==> config.mk <==
export PLATFORM = sky130hd
export DESIGN_NAME = seq_divider
export DESIGN_NICKNAME = d
export VERILOG_FILES = /design/src/rtl/seq_divider.sv
export SDC_FILE = /design/constraint.sdc
export NUM_CORES = 1
export LEC_CHECK = 0
export BUFFER_PORTS_ARGS = -buffer_cell sky130_fd_sc_hd__buf_4
export CAP_MARGIN = 20
export CELL_PAD_IN_SITES_DETAIL_PLACEMENT = 0
export CELL_PAD_IN_SITES_GLOBAL_PLACEMENT = 2
export CORE_UTILIZATION = 36
export CTS_CLUSTER_SIZE = 10
export DETAILED_ROUTE_END_ITERATION = 6
export GPL_TIMING_DRIVEN = 0
export PLACE_DENSITY_LB_ADDON = 0.1
export SLEW_MARGIN = 40
export SYNTH_ARGS = -nofsm -noshare
export SYNTH_HDL_FRONTEND = slang
export SYNTH_SLANG_ARGS = --single-unit
==> constraint.sdc <==
create_clock -name clk -period 3.7 [get_ports clk]
set_input_delay 0.555 -clock clk [delete_from_list [all_inputs] [get_ports clk]]
set_output_delay 0.555 -clock clk [all_outputs]
set_load 0.01 [all_outputs]
==> src/rtl/seq_divider.sv <==
`default_nettype none
// ============================================================================
//  Module      : seq_divider
//  Description : Iterative unsigned restoring divider. Retires one quotient
//                bit per clock; each trial subtraction is the divisor's
//                one's complement added with carry-in 1 (borrow = !carry).
//                Valid/ready handshakes on both the operand and result sides.
//  Revision    : 1.0 - initial release
// ============================================================================
module seq_divider #(
    parameter int WIDTH = 16
) (
    input  logic             clk,
    input  logic             rst_n,
    input  logic             in_valid,
    output logic             in_ready,
    input  logic [WIDTH-1:0] dividend,
    input  logic [WIDTH-1:0] divisor,
    output logic             out_valid,
    input  logic             out_ready,
    output logic [WIDTH-1:0] quotient,
    output logic [WIDTH-1:0] remainder,
    output logic             div_by_zero
);

    localparam int                 c_cnt_w   = $clog2(WIDTH) + 1;
    localparam logic [c_cnt_w-1:0] c_last    = c_cnt_w'(WIDTH - 1);
    localparam logic [c_cnt_w-1:0] c_cnt_one = c_cnt_w'(1);
    localparam logic [WIDTH+1:0]   c_cin     = (WIDTH + 2)'(1);

    typedef enum logic [1:0] {
        IDLE = 2'd0,
        BUSY = 2'd1,
        DONE = 2'd2
    } state_t;

    state_t               r_state;
    logic [WIDTH-1:0]     r_d;
    logic [WIDTH-1:0]     r_q;
    logic [WIDTH:0]       r_r;
    logic [c_cnt_w-1:0]   r_cnt;
    logic                 r_out_valid;
    logic [WIDTH-1:0]     r_quotient;
    logic [WIDTH-1:0]     r_remainder;
    logic                 r_div_by_zero;

    logic [WIDTH:0]       w_s;
    logic [WIDTH+1:0]     w_sum;
    logic                 w_carry;
    logic [WIDTH:0]       w_r_next;
    logic [WIDTH-1:0]     w_q_next;
    logic                 w_unused_r_msb;

    // Shift the next dividend bit into the partial remainder, then trial-subtract
    // the divisor. The extra remainder bit keeps an MSB-set divisor from
    // overflowing; the carry out of the widened sum is the "no borrow" flag.
    assign w_s      = {r_r[WIDTH-1:0], r_q[WIDTH-1]};
    assign w_sum    = {1'b0, w_s} + {1'b0, ~{1'b0, r_d}} + c_cin;
    assign w_carry  = w_sum[WIDTH+1];
    assign w_r_next = w_carry ? w_sum[WIDTH:0] : w_s;
    assign w_q_next = {r_q[WIDTH-2:0], w_carry};

    // A restored remainder is always below the divisor, so its top bit stays 0.
    assign w_unused_r_msb = r_r[WIDTH];

    assign in_ready    = (r_state == IDLE);
    assign out_valid   = r_out_valid;
    assign quotient    = r_quotient;
    assign remainder   = r_remainder;
    assign div_by_zero = r_div_by_zero;

    // Control FSM, iteration datapath and registered result outputs.
    always_ff @(posedge clk or negedge rst_n) begin
        if (!rst_n) begin
            r_state       <= IDLE;
            r_d           <= '0;
            r_q           <= '0;
            r_r           <= '0;
            r_cnt         <= '0;
            r_out_valid   <= 1'b0;
            r_quotient    <= '0;
            r_remainder   <= '0;
            r_div_by_zero <= 1'b0;
        end else begin
            case (r_state)
                IDLE: begin
                    if (in_valid) begin
                        r_d   <= divisor;
                        r_q   <= dividend;
                        r_r   <= '0;
                        r_cnt <= '0;
                        if (divisor == '0) begin
                            // Nothing to iterate: present the saturated result now.
                            r_state       <= DONE;
                            r_out_valid   <= 1'b1;
                            r_quotient    <= '1;
                            r_remainder   <= dividend;
                            r_div_by_zero <= 1'b1;
                        end else begin
                            r_state <= BUSY;
                        end
                    end
                end
                BUSY: begin
                    r_q   <= w_q_next;
                    r_r   <= w_r_next;
                    r_cnt <= r_cnt + c_cnt_one;
                    if (r_cnt == c_last) begin
                        r_state       <= DONE;
                        r_out_valid   <= 1'b1;
                        r_quotient    <= w_q_next;
                        r_remainder   <= w_r_next[WIDTH-1:0];
                        r_div_by_zero <= 1'b0;
                    end
                end
                DONE: begin
                    // Result data is left untouched so it stays stable under backpressure.
                    if (out_ready) begin
                        r_state     <= IDLE;
                        r_out_valid <= 1'b0;
                    end
                end
                default: begin
                    r_state     <= IDLE;
                    r_out_valid <= 1'b0;
                end
            endcase
        end
    end

endmodule
`default_nettype wire
==> run metrics <==
Worst-path clk slew 0.07 ns; Distinct cells, synth 63; setup violators final 0; cts repair resizes 0; worst reg2reg setup slack 0.62 ns; status completed; setup_tns 0 ns; area grow syn2layout 21.8%; Slew HR 50.4%; commonest non-fill, non-tap cells in the layout dfrtp_1, buf_4, nor2_1; Die Y 117 um; Place WS 0.650 ns; vias per cell 5.42; initial antenna violation count 0; synth warn 0; GR Util met2 32.4%; Slew Limit Fails 0; post-synthesis sequential area ratio 46.5%; commonest non-fill, non-tap cell in the layout dfrtp_1; via count 4133; Starting Density 37.5%; Reg2Reg Launch Point r_q[15]; Primary FF master, synth dfrtp_1; RePlAce Congestion 0.760; post-CTS setup buffers 0; CP startpoint r_q[15]; Max H-tree Level 3; DRC violations left 0; syn nets 560; Synth Cell Area 4790 um^2; vias in the first global route 4101; Tcrit/Tclk final 83.2%; Slew @ Worst Pin 0.741 ns; nets 641; max-cap violation count 0; Final Critical Period 3.08 ns; clock latency on the worst-skew pair 0.35 ns; asr flop ratio synth 100%; busiest grt layer met2; Peak supply drop 0.000605 V; gr ovfl total 0; clk sinks 89; wire per inst 18.4 um; Pwr per Cell Area 1130 nW/um^2; root buffer cell clkbuf_16; Core Region 12800 um^2; DRT antenna net count 0; Die W 117 um; Placed Cells 747; Syn Inst Count 505; Syn Area/Cell 9.48 um^2; share of cells above drive strength 1 18.3%; CTS buffer count 9; leak pwr 2.57 nW; First-pass DRT Iterations 4; CP startpoint kind flip-flop; Setup crit end kind flip-flop; RSZ-0062 raised after global routing no; CTS tree done; Max clock buf depth 2; largest net degree at the start of global routing 90; final worst setup slack 0.621 ns; # hold bufs at CTS 0; crit-path max FO 3; final WL 14.0 mm; Clock Skew 0.00812 ns; row count 41; Die ar. 13800 um^2; # IOs 71; Worst Path Arrival 3.29 ns; n_diodes 0; DPL Wire Length 10.3 mm; 1st-iter DRT viols 259; Crit Path Class reg2reg; EDFF count, synth 0; I/O Buffers 70; met3 usage 2.68%; global-route wire length before repair 22.8 mm; Hold WC Path Type in2async; r2r endpoint r_r[14]; Crit path required time 3.91 ns; Final Hold Viols 0; #FFs+latches synth 89; r2r worst-path depth 11; met1 GRT Util 31.1%; All-Layer GR Usage 21.4%; FMAX 325 MHz; Layout Cells excl Fill 762
[worst max-delay path: stages (launching register included)]
cell      delay, ns
dfrtp_1        0.45
inv_1          0.08
ha_1           0.18
inv_1          0.06
fa_1           0.43
a211oi_2       0.37
o21bai_1       0.17
a211o_1        0.38
a311oi_2       0.28
xnor2_1        0.10
mux2i_1        0.30
o21ai_0        0.12
[metrics by stage]
step / util (%) / cell area (um^2) / power (mW) / hold slack [ns]
2_1_floorplan: - / 4790 / 4.50 / 0.259
3_3_place_gp: 43.3 / 5530 / 5.59 / 0.474
3_5_place_dp: 43.4 / 5540 / 5.65 / 0.480
4_1_cts: 45.6 / 5830 / 6.62 / 0.257
5_1_grt: 45.7 / 5830 / 7.11 / 0.269
6_report: 45.7 / 5830 / 6.57 / 0.204
[report_power, final]
part / leakage, nW / switching [mW] / internal (mW)
Clock: 0.138 / 0.411 / 0.524
Sequential: 1.05 / 0.326 / 1.45
Combinational: 1.39 / 2.18 / 1.68
[logic make-up (layout without fill, tap and decap cells)]
group	count (synthesis)	in the layout	synth area share [%]
buffers and inverters	45	130	4.08
multiplexers	4	4	0.836
flip-flops	89	89	46.5
AO/OA/AOI/OAI	171	171	25.7
XOR/XNOR	9	9	1.65
adder cells (fa/ha/maj)	19	19	5.12
AND/OR/NAND/NOR	168	168	16.1
[Yosys cell counts, drive strengths merged (7+ instances only)]
cell,instances,area share (%)
nor2,67,5.4
o21ai,43,4.5
nand2,51,4.0
xnor2,7,1.3
o21a,7,1.1
a211oi,8,1.6
a21oi,23,2.8
a22oi,8,1.3
o22ai,9,1.2
ha,18,4.7
clkbuf,18,1.4
a31oi,8,1.4
nor3,9,0.94
nand3,11,1.1
o22a,10,1.8
o32a,7,1.5
a21o,18,2.8
inv,20,1.6
dfrtp,89,46
[how the worst max path moves through the flow]
stage	slack, ns	depth (start not counted)	end
CTS	0.61	11	r_r[14]
detailed placement	0.65	11	r_r[14]
global route	0.41	11	remainder[12]
floorplan	1.13	11	remainder[12]
finish	0.62	11	r_r[14]
global placement	0.67	11	r_r[14]
[metal layers]
metal,wire (um),up-vias,part of all wire (%)
met1,6860,2035,49
met4,223,0,1.6
met3,564,13,4.0
met2,6360,78,45
met5,0,-,0
li1,-,2007,-
[area by class of cell]
class	count	area, um^2
clock buffer	9	225
timing repair buffer	70	533
clock inverter	6	67.6
tap	172	215
multi-input combinational	371	2370
sequential	89	2230
fill	1286	6940
inverter	21	78.8
buffer	24	116
[flip-flops by register name, indices dropped and copies added (netlist names)]
name	flops
quotient	16
r_d	16
r_q	16
r_r	16
remainder	16
r_cnt	5
r_state	2
div_by_zero	1
out_valid	1
Note: power is estimated with default switching activity, not from simulation.
